===== config.mk =====
export PLATFORM = sky130hd
export DESIGN_NAME = seg7_to_binary
export DESIGN_NICKNAME = d
export VERILOG_FILES = /design/src/rtl/seg7_pkg.sv /design/src/rtl/seg7_pattern_decode.sv /design/src/rtl/seg7_to_binary.sv
export SDC_FILE = /design/constraint.sdc
export NUM_CORES = 1
export LEC_CHECK = 0
export BUFFER_PORTS_ARGS = -buffer_cell sky130_fd_sc_hd__clkbuf_2
export CAP_MARGIN = 20
export CORE_MARGIN = 2
export CORE_UTILIZATION = 36
export CTS_CLUSTER_DIAMETER = 50
export DETAILED_ROUTE_END_ITERATION = 12
export GPL_TIMING_DRIVEN = 0
export PLACE_DENSITY = 0.53
export RECOVER_POWER = 100
export SLEW_MARGIN = 20
export SYNTH_ARGS = -nofsm -noshare
export SYNTH_HDL_FRONTEND = slang
export SYNTH_HIERARCHICAL = 1
export SYNTH_SLANG_ARGS = --single-unit

===== constraint.sdc =====
create_clock -name i_Clk -period 1.75 [get_ports i_Clk]
set_input_delay 0.35 -clock i_Clk [delete_from_list [all_inputs] [get_ports i_Clk]]
set_output_delay 0.35 -clock i_Clk [all_outputs]
set_load 0.01 [all_outputs]

===== src/rtl/seg7_pkg.sv =====
// Shared 7-segment constants (active-high, bit 6 = A ... bit 0 = G) and the
// receive-side decoder FSM state type, used by both encoder and decoder paths.
package seg7_pkg;

  localparam logic [6:0] SEG7_0     = 7'h7E;
  localparam logic [6:0] SEG7_1     = 7'h30;
  localparam logic [6:0] SEG7_2     = 7'h6D;
  localparam logic [6:0] SEG7_3     = 7'h79;
  localparam logic [6:0] SEG7_4     = 7'h33;
  localparam logic [6:0] SEG7_5     = 7'h5B;
  localparam logic [6:0] SEG7_6     = 7'h5F;
  localparam logic [6:0] SEG7_7     = 7'h70;
  localparam logic [6:0] SEG7_8     = 7'h7F;
  localparam logic [6:0] SEG7_9     = 7'h7B;
  localparam logic [6:0] SEG7_A     = 7'h77;
  localparam logic [6:0] SEG7_B     = 7'h1F;
  localparam logic [6:0] SEG7_C     = 7'h4E;
  localparam logic [6:0] SEG7_D     = 7'h3D;
  localparam logic [6:0] SEG7_E     = 7'h4F;
  localparam logic [6:0] SEG7_F     = 7'h47;
  localparam logic [6:0] SEG7_BLANK = 7'h00;

  typedef enum logic [1:0] {
    S_TRACK  = 2'd0,
    S_COMMIT = 2'd1,
    S_HOLD   = 2'd2
  } seg7_state_e;

endpackage


===== src/rtl/seg7_pattern_decode.sv =====
// Combinational lookup of an active-high segment pattern to {legal, blank, value}.
// Hex letters A-F are legal only when SEG7_DECODE_HEX_EN is defined.
module seg7_pattern_decode
  import seg7_pkg::*;
(
  input  logic [6:0] i_Pattern,
  output logic       o_Legal,
  output logic       o_Blank,
  output logic [3:0] o_Value
);

  always_comb begin
    o_Legal = 1'b1;
    o_Value = '0;
    o_Blank = (i_Pattern == SEG7_BLANK);
    case (i_Pattern)
      SEG7_0:  o_Value = 4'd0;
      SEG7_1:  o_Value = 4'd1;
      SEG7_2:  o_Value = 4'd2;
      SEG7_3:  o_Value = 4'd3;
      SEG7_4:  o_Value = 4'd4;
      SEG7_5:  o_Value = 4'd5;
      SEG7_6:  o_Value = 4'd6;
      SEG7_7:  o_Value = 4'd7;
      SEG7_8:  o_Value = 4'd8;
      SEG7_9:  o_Value = 4'd9;
`ifdef SEG7_DECODE_HEX_EN
      SEG7_A:  o_Value = 4'd10;
      SEG7_B:  o_Value = 4'd11;
      SEG7_C:  o_Value = 4'd12;
      SEG7_D:  o_Value = 4'd13;
      SEG7_E:  o_Value = 4'd14;
      SEG7_F:  o_Value = 4'd15;
`endif
      default: o_Legal = 1'b0;
    endcase
  end

endmodule


===== src/rtl/seg7_to_binary.sv =====
// Samples active-low 7-segment lines, requires STABLE_CYCLES of stability, then
// decodes the accepted pattern to a digit with valid/strobe/blank/error flags.
module seg7_to_binary
  import seg7_pkg::*;
#(
  parameter int unsigned STABLE_CYCLES = 250000
) (
  input  logic       i_Clk,
  input  logic       i_Rst_L,
  input  logic [6:0] i_Segment,
  output logic [3:0] o_Digit,
  output logic       o_Valid,
  output logic       o_Digit_Stb,
  output logic       o_Blank,
  output logic       o_Error
);

  localparam int unsigned CNT_W = $clog2(STABLE_CYCLES + 1);
  localparam logic [CNT_W-1:0] CNT_LAST = CNT_W'(STABLE_CYCLES - 1);

  logic [6:0]       r_Sync1;
  logic [6:0]       r_Sync2;
  logic [6:0]       r_Cand;
  logic [6:0]       r_Acc;
  logic [CNT_W-1:0] r_Cnt;
  seg7_state_e      r_State;
  logic [3:0]       r_Digit;
  logic             r_Valid;
  logic             r_Digit_Stb;
  logic             r_Blank;
  logic             r_Error;

  logic             w_Legal;
  logic             w_Blank;
  logic [3:0]       w_Value;

  seg7_pattern_decode u_decode (
    .i_Pattern (r_Cand),
    .o_Legal   (w_Legal),
    .o_Blank   (w_Blank),
    .o_Value   (w_Value)
  );

  always_ff @(posedge i_Clk or negedge i_Rst_L) begin
    if (!i_Rst_L) begin
      r_Sync1 <= SEG7_BLANK;
      r_Sync2 <= SEG7_BLANK;
    end else begin
      r_Sync1 <= ~i_Segment;
      r_Sync2 <= r_Sync1;
    end
  end

  // A change on the synchronized pattern takes priority over a terminal count.
  always_ff @(posedge i_Clk or negedge i_Rst_L) begin
    if (!i_Rst_L) begin
      r_State     <= S_TRACK;
      r_Cand      <= SEG7_BLANK;
      r_Acc       <= SEG7_BLANK;
      r_Cnt       <= '0;
      r_Digit     <= '0;
      r_Valid     <= 1'b0;
      r_Digit_Stb <= 1'b0;
      r_Blank     <= 1'b1;
      r_Error     <= 1'b0;
    end else begin
      r_Digit_Stb <= 1'b0;
      case (r_State)
        S_TRACK: begin
          if (r_Sync2 != r_Cand) begin
            r_Cand <= r_Sync2;
            r_Cnt  <= '0;
          end else if (r_Cnt == CNT_LAST) begin
            r_State <= S_COMMIT;
          end else begin
            r_Cnt <= r_Cnt + CNT_W'(1);
          end
        end
        S_COMMIT: begin
          if (r_Cand != r_Acc) begin
            r_Acc   <= r_Cand;
            r_Valid <= w_Legal;
            r_Blank <= w_Blank;
            r_Error <= !w_Legal && !w_Blank;
            if (w_Legal) begin
              r_Digit     <= w_Value;
              r_Digit_Stb <= 1'b1;
            end
          end
          r_State <= S_HOLD;
        end
        S_HOLD: begin
          if (r_Sync2 != r_Cand) begin
            r_Cand  <= r_Sync2;
            r_Cnt   <= '0;
            r_State <= S_TRACK;
          end
        end
        default: r_State <= S_TRACK;
      endcase
    end
  end

  assign o_Digit     = r_Digit;
  assign o_Valid     = r_Valid;
  assign o_Digit_Stb = r_Digit_Stb;
  assign o_Blank     = r_Blank;
  assign o_Error     = r_Error;

endmodule


# Word level (Yosys, flattened, before mapping)
# Index checks and enable logic that the tools add are counted.
# totals
latchBits,0
output_inout_bits,8
memories,0
romBits,0
ramBits,0
word_cells,58
ff_bits,56
# classes
n_lt_le_gt_ge,0
shift,0
n_bitwise,1
muxes,13
n_reduce_logical,13
div_mod_pow,0
mul,0
n_addsub,1
n_eq_ne,19
# op_table
op,n
7-bit == test (second input constant),8
18-bit two-way mux,3
18-bit case mux with 2 select lines,1
4-bit case mux with 9 select lines,1
18-bit by 1-bit adder with 18-bit output (second input constant),1
18-bit == test (second input constant),1
7-bit by 6-bit == test with 1-bit output (second input constant),2
7-bit != test,2
10-bit OR reduction,1
3-bit AND reduction,3
7-bit zero test,1
7-bit inverter,1
2-bit two-way mux,3
2-bit != test (second input constant),3
2-bit case mux with 3 select lines,1
1-bit two-way mux,4
2-bit AND reduction,2
3-bit != test (second input constant),1
2-bit by 1-bit == test with 1-bit output (second input constant),1
2-bit == test (second input constant),1
1-bit zero test,2
2-bit zero test,1
2-bit nonzero test,1
2-bit OR reduction,1
1-bit logical AND,1

# Longest topological paths before layout
# Gate-level depths: netlist of the first run.
# depth
ltp_word,6
mapped_depth,7
depth_no_buf,6

# By module
# Netlist of the first run, hierarchy kept.
# modules_own_cells
mod,seq_area_each_um2,cells_each,n_inst,area_per_inst_um2
seg7_to_binary,1402.6,199,1,2438.6
seg7_pattern_decode,0.0,30,1,201.4

# Worst setup path before layout of the first run
# Ideal clock, no wire load.
# synth_path
path_kind,reg-to-reg
start,register r_Cand[6]
end,register r_Digit[0] (netlist: o_Digit[0])
n_path_buf,0
required_ns,1.625
slack_ns,-0.058
t_arrival_ns,1.683
path_stages_with_launch,6
cell_sequence,dfrtp_1 -> xor2_1 -> nor4_1 -> a41oi_2 -> nand2_1 -> mux2_2
# synth_between
elab_chain_cells,4
# synth_lines
element,line,source
"start, declared",seg7_to_binary.sv:23,logic [6:0] r_Cand;
"start signal, assigned",seg7_to_binary.sv:71,r_Cand <= r_Sync2;
"start signal, assigned",seg7_to_binary.sv:94,r_Cand <= r_Sync2;
7-bit == test / 7-bit by 6-bit == test with 1-bit output (equally long branches),seg7_pattern_decode.sv:16,case (i_Pattern)
10-bit OR reduction (no line),-,
1-bit two-way mux,seg7_pattern_decode.sv:16,
3-bit AND reduction (no line),-,
"end signal, assigned",seg7_to_binary.sv:86,r_Digit <= w_Value;
"end, declared",seg7_to_binary.sv:27,logic [3:0] r_Digit;
# Parallel ways exist; a longest one is shown, timed or not.
# A chain may end at the register's enable or synchronous reset.

# Worst setup path after layout of the first run
# layout_path
start,register r_Cand[0]
end,register r_Digit[3] (netlist: o_Digit[3])
# layout_between
elab_chain_cells,4
# layout_lines
element,line,source
7-bit == test / 7-bit by 6-bit == test with 1-bit output (equally long branches),seg7_pattern_decode.sv:16,
10-bit OR reduction (no line) *,-,
1-bit two-way mux *,seg7_pattern_decode.sv:16,
via w_Legal,seg7_to_binary.sv:33,logic w_Legal;
3-bit AND reduction (no line) *,-,
# Mark *: on every way through the listed nets, which the timed path passes. The rest lies on a longest branch.

==> flow_summary_export.csv, run 1 <==
group,metric,value,unit
worst_setup_path,end_kind,"flip-flop",
sta,maxSlewHeadroom,62.98,%
place,io_buffers,16,
global_routing,grt_usage,13.30,%
routing,ant_nets,0,
min_path,min-delay-start,"i_Segment[5]",
synthesis,synth_compound_area_share,5.498,%
clock_tree,cts_tree,"done",
synthesis,synthAdderAreaFrac,0.4739,%
worst_setup_path,reg2reg_from,"r_Cand[0]$_DFFE_PN0P_",
global_routing,overflow,0,
layout,instances_no_fill,383,
pwr,p_per_area,686.4,mW/mm^2
place,place_ws,-335.1,ps
routing,first_pass_iters,4,
floorplanning,dieArea,0.008034,mm^2
synthesis,synth_edf_count,0,
place,place_congestion,0.7428,
clock_tree,cts-root-buf,"clkbuf_8",
clock_tree,clock_latency,310,ps
worst_setup_path,critPathMaxStageDelay,460,ps
sta,slew_violations,0,
layout,num_antenna_cells,0,
clock_tree,clk_pin_slew,110,ps
place,dp_hpwl,3130,um
sta,fmax,533.4,MHz
global_routing,grt_pass1_wl,8183,um
clock_tree,cts_buffers,5,
routing,wl_per_cell,13.09,um
layout,layout.nets,293,
clock_tree,htreeDepth,2,
synthesis,ys_warn_count,6,
sta,min_period,1875,ps
synthesis,synthArstFlopShare,100.0,%
worst_setup_path,crit_chain,"buf_6 > buf_4 > nand2_1 > nor2_1 > a21bo_2 > nand3b_1 > nand2_4 > mux2_4",
floorplanning,pin_count,17,
sta,fin_setup_tns,-707.1,ps
worst_setup_path,cp-startpoint,"r_Cand[0]$_DFFE_PN0P_",
synthesis,synth_mux_area_share,8.910,%
pwr,vdd.ir_drop.worst,0.2897,mV
flow_run,drv_cap,0,
floorplanning,die_w,89.64,um
floorplanning,start_util,36.79,%
sta,hold_violations,0,
synthesis,synth_top_family_by_area,"simple AND/OR/NAND/NOR gates",
min_path,min_path_type,"in2reg",
synthesis,synth_top_cell_area_share,52.13,%
worst_setup_path,required,1960,ps
place,dp.cells,345,
synthesis,synthFlopType,"dfrtp_1",
synthesis,synthCells,229,
routing,drt_wl_total,5015,um
global_routing,first_global_vias,1777,
sta,rsz0062_at_grt,"true",
floorplanning,coreArea,0.007176,mm^2
synthesis,ys_ff_latch,56,
sta,finalCritPeriodShare,107.1,%
synthesis,yosys.area_share.simple,18.06,%
worst_setup_path,cp_slowest_cell,"dfrtp_2",
synthesis,synth_area,0.002640,mm^2
worst_setup_path,crit_type,"reg2reg",
sta,finalSetupViolations,16,
sta,whs,156.9,ps
floorplanning,die_h,89.64,um
worst_setup_path,start_kind,"flip-flop",
synthesis,synth.distinct_cells,47,
layout,drive_gt1_share,37.32,%
routing,post-route-drc-count,0,
run_status,outcome,"finished, violations left",
worst_setup_path,cp_max_fo,7,
pwr,power.total,2.260,mW
global_routing,grt_max_degree,36,
layout,areaGrowthSynthToFinish,24.74,%
clock_tree,cts_buffer_depth,2,
synthesis,synth_top_cell_by_area,"dfrtp_1",
synthesis,synthXorXnorAreaFrac,9.621,%
synthesis,synth_area_leaders,"dfrtp_1 52%, mux2_2 8.5%, xor2_1 7.0%",
global_routing,antenna_found_initial,0,
worst_setup_path,path_delay_family,"simple AND/OR/NAND/NOR gates",
worst_setup_path,cp_data_arrival_time,2080,ps
floorplanning,num_rows,31,
synthesis,ys_top_cells_by_count,"55 x dfrtp_1, 21 x nor2_1, 21 x xor2_1, 20 x mux2_2, 13 x inv_1",
pwr,leakage,1.459,nW
sta,fin_skew,5.906,ps
sta,worstMarginPinSlew,555.3,ps
synthesis,syn_nets,239,
routing,drtIter0Drc,72,
clock_tree,numClockSinks,56,
run_status,failed_checks,"negative setup slack",
synthesis,seq_area_frac_synth,53.13,%
routing,vias,1830,
synthesis,synth.most_common_cell,"dfrtp_1",
worst_setup_path,critPathBufInv,2,
routing,detail_route.vias_per_cell,4.778,
sta,setup_ws,-124.6,ps
synthesis,avgSynthCellArea,11.53,um^2
==> cells by family (layout without fill, tap and decap cells) <==
family | count (synthesis) | after routing
AO/OA/AOI/OAI | 20 | 20
XOR/XNOR | 29 | 29
adder cells (fa/ha/maj) | 1 | 1
buffers and inverters | 21 | 76
flip-flops | 56 | 56
multiplexers | 21 | 21
AND/OR/NAND/NOR | 81 | 81
==> registers in the layout, indices dropped and copies added, names as in the netlist <==
register and flops:
r_Sync1 7, r_Sync2 7, r_Cand 7, o_Valid 1, r_Cnt 18, o_Blank 1, o_Digit 4, o_Digit_Stb 1
o_Error 1, r_Acc 7, r_State 2
==> repair_timing <==
action	in CTS	in global routing
endpoints found under the setup margin	26	25
gates cloned	1	0
resized for setup	21	16
setup buffers	18	11
hold endpoints to repair	20	0
pin swaps	14	9
hold buffers	1	0
==> worst paths after layout <==
path	endpoint	slack (ps)	cells after the start
min in group asynchronous	o_Digit[2]$_DFFE_PN0P_	550	2
max in group asynchronous	r_Cand[1]$_DFFE_PN0P_	260	3
max reg2reg	o_Digit[3]$_DFFE_PN0P_	-120	8
min	r_Sync1[5]$_DFF_PN0_	160	2
min reg2reg	r_Sync2[2]$_DFF_PN0_	360	0
max	o_Digit[3]$_DFFE_PN0P_	-120	8
==> layout by cell type, fill, tap and decap left out, types with 6 or more instances in the layout <==
| master | instances |
|---|---|
| dfrtp_1 | 46 |
| buf_4 | 28 |
| xor2_1 | 21 |
| nor2_1 | 17 |
| mux2_2 | 16 |
| inv_1 | 13 |
| nand2_1 | 11 |
| dfrtp_2 | 9 |
| nand4_1 | 8 |
| clkbuf_2 | 8 |
| clkbuf_1 | 8 |
| xnor2_1 | 7 |
| buf_6 | 6 |
| nand3_1 | 6 |
==> where the power goes <==
group | internal, mW | switching [mW] | total [mW]
sequential | 1.32 | 0.0268 | 1.35
clock | 0.303 | 0.461 | 0.765
combinational | 0.0745 | 0.0747 | 0.149
total | 1.70 | 0.563 | 2.26
==> layer usage <==
| metal | global-route usage (%) | vias to the layer above | wire length (um) |
|---|---|---|---|
| li1 | - | 910 | - |
| met1 | 18.28 | 881 | 2502 |
| met2 | 20.32 | 31 | 2252 |
| met3 | 3.108 | 8 | 162 |
| met4 | 5.292 | 0 | 98 |
| met5 | 0 | - | 0 |
==> layout make-up <==
cell class / count / area, um^2
sequential: 56 / 1414
timing repair buffer: 48 / 317.8
inverter: 13 / 48.80
tap: 99 / 123.9
multi-input combinational: 152 / 1219
clock inverter: 3 / 28.78
clock buffer: 5 / 68.82
fill: 672 / 3882
buffer: 7 / 72.57
==> stage by stage <==
stage               instance area, um^2  util (%)
global route                       3293     45.89
floorplan                          2643         -
global placement                   2846     39.67
CTS                                3181     44.32
finish                             3293     45.89
detailed placement                 2869     39.98
Power figures use the tool's default switching activity.
==> run 2: changes to the inputs <==
RECOVER_POWER = unset   (was 100)
==> run 2 against run 1 <==
Effect of this change:
- the run still ends with negative setup slack left
- first-iteration DRC count unchanged
- largest power group unchanged
- combinational power increased by 3%
- sequential share of layout area decreased by 0.36 points
- worst hold slack about the same
- register-to-register slack about the same
- power increased by 0.18%
- clock skew increased by 0.52 ps
- clock power about the same
- largest cell class unchanged
- via count decreased by 0.44%
- flip-flop and latch count unchanged
- critical endpoint unchanged
- die area unchanged
==> flow_summary_export.csv, run 2 (synthesis gave the netlist of run 1 again) <==
group,metric,value,unit
run_status,outcome,"finished, violations left",
run_status,failed_checks,"negative setup slack",
worst_setup_path,r2r_cells,8,
global_routing,overflow,0,
layout,fillers,661,
sta,min_period,1874,ps
worst_setup_path,reg2reg_to,"o_Digit[3]$_DFFE_PN0P_",
worst_setup_path,critPathMaxStageDelay,460,ps
floorplanning,start_util,36.79,%
layout,final_common_cell,"dfrtp_1",
floorplanning,pin_count,17,
clock_tree,htreeDepth,2,
sta,worstMarginPinSlew,367.1,ps
pwr,vdd.ir_drop.worst,0.2898,mV
global_routing,first_global_vias,1777,
worst_setup_path,cp_slowest_cell,"dfrtp_2",
layout,layout.nets,293,
layout,regArea,0.001414,mm^2
min_path,hold-path-endpoint,"r_Sync1[5]$_DFF_PN0_",
place,dp_hpwl,3130,um
layout,fin_util,46.28,%
min_path,whs_path_depth,2,
layout,num_antenna_cells,0,
floorplanning,dieArea,0.008034,mm^2
layout,regMostFlops,"r_Cnt",
floorplanning,coreArea,0.007176,mm^2
sta,fin_skew,6.426,ps
min_path,min-delay-start,"i_Segment[5]",
clock_tree,cts_buffer_depth,2,
floorplanning,num_rows,31,
routing,drt_wl_total,5003,um
clock_tree,clk_pin_slew,110,ps
worst_setup_path,required,1960,ps
sta,rsz0062_at_grt,"true",
place,placed_area,0.002869,mm^2
sta,fin_setup_tns,-592.8,ps
floorplanning,die_w,89.64,um
routing,wl_per_cell,13.06,um
place,place_ws,-335.1,ps
worst_setup_path,regToRegSetupSlack,-120,ps
sta,slew_violations,0,
sta,hold_violations,0,
routing,ant_nets,0,
sta,finalSetupViolations,11,
layout,final_area,0.003321,mm^2
pwr,leakage,1.496,nW
clock_tree,clock_latency,310,ps
floorplanning,die_h,89.64,um
worst_setup_path,reg2reg_from,"r_Cand[0]$_DFFE_PN0P_",
min_path,min_path_type,"in2reg",
sta,setup_ws,-124.3,ps
global_routing,antenna_found_initial,0,
layout,layout.cells.most_common_list,"46 x dfrtp_1, 28 x buf_4, 21 x xor2_1",
layout,drive_gt1_share,40.49,%
global_routing,grt_max_degree,36,
layout,largest_reg_flops,18,
sta,fmax,533.5,MHz
sta,maxSlewHeadroom,75.30,%
pwr,power.total,2.264,mW
place,place_congestion,0.7428,
clock_tree,cts_buffers,5,
pwr,p_per_area,681.9,mW/mm^2
layout,areaGrowthSynthToFinish,25.78,%
place,io_buffers,16,
global_routing,grt_pass1_wl,8183,um
routing,vias,1822,
routing,drtIter0Drc,72,
routing,post-route-drc-count,0,
clock_tree,numClockSinks,56,
worst_setup_path,cp_max_fo,7,
worst_setup_path,cp_data_arrival_time,2080,ps
routing,first_pass_iters,4,
routing,detail_route.vias_per_cell,4.757,
sta,finalCritPeriodShare,107.1,%
worst_setup_path,crit_chain,"buf_6 > buf_4 > nand2_1 > nor2_1 > a21bo_2 > nand3b_1 > nand2_4 > mux2_4",
global_routing,grt_usage,13.30,%
worst_setup_path,crit_type,"reg2reg",
worst_setup_path,start_kind,"flip-flop",
clock_tree,cts-root-buf,"clkbuf_8",
clock_tree,cts_tree,"done",
worst_setup_path,end_kind,"flip-flop",
flow_run,drv_cap,0,
layout,multi_input_area,0.001221,mm^2
## run 2: worst max-delay path by stage
stage / startpoint / end / slack, ps / depth (start not counted)
2_1_floorplan: r_Cand[0]$_DFFE_PN0P_ / o_Digit[0]$_DFFE_PN0P_ / 6 / 7
3_3_place_gp: r_Cand[5]$_DFFE_PN0P_ / o_Digit[3]$_DFFE_PN0P_ / -320 / 5
3_5_place_dp: r_Cand[5]$_DFFE_PN0P_ / o_Digit[1]$_DFFE_PN0P_ / -340 / 5
4_1_cts: r_Cand[3]$_DFFE_PN0P_ / o_Digit[3]$_DFFE_PN0P_ / -80 / 7
5_1_grt: r_Cand[0]$_DFFE_PN0P_ / o_Digit[3]$_DFFE_PN0P_ / -170 / 8
6_report: r_Cand[0]$_DFFE_PN0P_ / o_Digit[3]$_DFFE_PN0P_ / -120 / 8
## run 2: where the power goes
part	switching (mW)	internal (mW)
Combinational	0.0755	0.0785
Sequential	0.0268	1.32
Clock	0.461	0.303
Total	0.563	1.70
## run 2: area by class of cell
cell class | instances | share of cell area [%]
clock inverter | 3 | 0.8666
tap | 99 | 3.730
timing repair buffer | 48 | 10.32
sequential | 56 | 42.58
inverter | 13 | 1.469
clock buffer | 5 | 2.072
multi-input combinational | 152 | 36.77
buffer | 7 | 2.185
## run 2: repair_timing
item	in CTS	in global routing
endpoints found under the hold margin	20	0
cloned	1	0
hold buffers	1	0
buffers inserted	18	11
resized for setup	21	16
endpoints found under the setup margin	26	25
pin swaps	14	9
## run 2: worst max-delay path: cells and delay by family, from the launching register on
family	cells	cell delay, ps
flops	1	460
mux	1	300
compound gates	1	220
buf+inv	2	290
simple gates	4	510
## run 2: stage by stage
| stage | hold WS, ps | instances |
|---|---|---|
| 2_1_floorplan | 54.41 | 229 |
| 3_3_place_gp | 333.2 | 344 |
| 3_5_place_dp | 302.1 | 345 |
| 4_1_cts | 141.4 | 372 |
| 5_1_grt | 144.9 | 383 |
| 6_report | 156.9 | 383 |
## run 2: routing by layer
layer	global-route usage (%)	routed length [um]	up-vias
li1	-	-	909
met1	18.28	2502	876
met2	20.32	2256	29
met3	3.108	145	8
met4	5.292	98	0
met5	0	0	-
==> run 3: changes to the inputs <==
ABC_CLOCK_PERIOD_IN_PS = 1750   (was unset)
CORE_ASPECT_RATIO = 1.1   (was unset)
REMOVE_ABC_BUFFERS = 1   (was unset)
==> run 3 against run 2 <==
Effect of this change:
- the flow still finishes with violations (negative setup slack)
- sequential power barely moved
- highest routed layer unchanged
- worst hold slack improved by 6.9 ps
- sequential share of layout area down 2.3 points
- largest cell class unchanged
==> flow_summary_export.csv, run 3 (synthesis gave the netlist of run 1 again) <==
group,metric,value,unit
run_status,outcome,"finished, violations left",
run_status,failed_checks,"negative setup slack",
sta,maxSlewHeadroom,77.75,%
global_routing,overflow,0,
global_routing,grt_usage,13.69,%
min_path,min_path_type,"in2reg",
clock_tree,numClockSinks,56,
routing,wl_met3,181,um
clock_tree,cts_buffers,5,
layout,largest_reg_flops,18,
layout,layout.nets,302,
sta,fmax,545.8,MHz
place,place_ws,-383.1,ps
routing,route.met2.wl,2689,um
clock_tree,clock_latency,310,ps
sta,setup_ws,-82.02,ps
worst_setup_path,end_kind,"flip-flop",
pwr,vdd.ir_drop.worst,0.3255,mV
routing,ant_nets,0,
sta,hold_violations,0,
routing,highest_layer,"met4",
layout,fillers,641,
worst_setup_path,start_kind,"flip-flop",
floorplanning,pin_count,17,
sta,finalCritPeriodShare,104.7,%
pwr,power.total,2.400,mW
sta,whs,163.8,ps
clock_tree,cts_buffer_depth,2,
place,dp_hpwl,2931,um
clock_tree,cts_tree,"done",
worst_setup_path,cp_max_fo,5,
floorplanning,num_rows,32,
sta,min_period,1832,ps
global_routing,first_global_vias,1773,
routing,first_pass_iters,4,
floorplanning,coreArea,0.007047,mm^2
pwr,leakage,1.579,nW
clock_tree,htreeDepth,2,
min_path,whs_path_depth,2,
worst_setup_path,crit_type,"reg2reg",
floorplanning,die_h,93.82,um
floorplanning,start_util,37.46,%
routing,detail_route.vias_per_cell,5.095,
layout,drive_gt1_share,46.76,%
routing,vias,1926,
flow_run,drv_cap,0,
sta,fin_setup_tns,-423.6,ps
layout,final_common_cell,"dfrtp_1",
global_routing,antenna_found_initial,0,
routing,drt_wl_total,5381,um
clock_tree,cts-root-buf,"clkbuf_8",
sta,worstMarginPinSlew,333.7,ps
routing,wl_per_cell,14.24,um
global_routing,grt_max_degree,44,
place,place_congestion,0.7668,
layout,num_antenna_cells,0,
place,io_buffers,16,
worst_setup_path,required,1960,ps
global_routing,grt_pass1_wl,8707,um
routing,drt-met1-wl,2455,um
clock_tree,clk_pin_slew,100,ps
routing,drtIter0Drc,88,
worst_setup_path,cp_data_arrival_time,2040,ps
layout,regMostFlops,"r_Cnt",
sta,slew_violations,0,
floorplanning,dieArea,0.008035,mm^2
pwr,p_per_area,682.2,mW/mm^2
layout,layout.cells.most_common_list,"44 x dfrtp_1, 34 x buf_4, 20 x xor2_1",
sta,fin_skew,3.940,ps
sta,finalSetupViolations,7,
sta,rsz0062_at_grt,"true",
routing,post-route-drc-count,0,
layout,areaGrowthSynthToFinish,33.27,%
floorplanning,die_w,85.65,um
worst_setup_path,r2r_cells,7,
==> run 3: cell types whose count changed in the layout (fill, tap and decap cells not counted), moves of 2 or more <==
cell and change:
o21ai_2 +2, dfrtp_2 +2, nor2_4 +2, dfrtp_1 -2
nor4b_2 +2, o21ai_0 -2, nor2_1 -4, buf_2 -2
nor2_2 +2, nor4_4 +2, nand2b_1 -2, buf_4 +6
==> run 3: layout make-up <==
class | instances | area (um^2) | share of cell area [%]
flip-flops and latches | 56 | 1416 | 40.26
clock inverters | 3 | 46.29 | 1.316
clock buffers | 5 | 68.82 | 1.956
inverters | 13 | 48.80 | 1.387
repair buffers | 63 | 503.0 | 14.30
multi-input cells | 153 | 1329 | 37.77
well taps | 85 | 106.4 | 3.023
==> run 3: worst paths after layout <==
| path | startpoint | end | slack [ps] |
|---|---|---|---|
| max reg2reg | r_Cand[5]$_DFFE_PN0P_ | o_Digit[3]$_DFFE_PN0P_ | -80 |
| max in group asynchronous | i_Rst_L | r_Cnt[4]$_DFFE_PN0P_ | 810 |
| min reg2reg | r_Sync1[6]$_DFF_PN0_ | r_Sync2[6]$_DFF_PN0_ | 360 |
| min | i_Segment[2] | r_Sync1[2]$_DFF_PN0_ | 160 |
| min in group asynchronous | i_Rst_L | r_Sync1[4]$_DFF_PN0_ | 450 |
| max | r_Cand[5]$_DFFE_PN0P_ | o_Digit[3]$_DFFE_PN0P_ | -80 |
==> run 3: per-stage QoR <==
stage / util [%] / std cells / cell area (um^2)
detailed placement: 39.61 / 323 / 2791
CTS: 44.71 / 353 / 3151
global route: 49.93 / 378 / 3518
finish: 49.93 / 378 / 3518
floorplan: - / 221 / 2575
global placement: 39.19 / 322 / 2761
==> run 3: worst max-delay path, cell delays in order, from the launching register on <==
cell and delay [ps]:
dfrtp_2 460, buf_6 150, buf_6 110, nand4_1 80, a21bo_2 240, nand3b_1 230
nand2_4 150, mux2_4 310
==> run 3: metal layers <==
layer / vias up / global-route usage [%]
li1: 928 / -
met1: 953 / 18.55
met2: 41 / 22.14
met3: 4 / 2.636
met4: 0 / 4.365
met5: - / 0
==> run 3: what timing repair did <==
action,in CTS,in global routing
endpoints found under the hold margin,12,0
pin swaps,11,21
hold buffers,1,0
cloned,0,1
setup endpoints to repair,26,27
resized for setup,19,43
setup buffers,21,24
==> run 3: power by group <==
| group | leakage (nW) | internal [mW] | switching [mW] |
|---|---|---|---|
| Clock | 0.0548 | 0.432 | 0.438 |
| Sequential | 0.717 | 1.32 | 0.0283 |
| Combinational | 0.807 | 0.0937 | 0.0893 |
| Total | 1.58 | 1.84 | 0.555 |
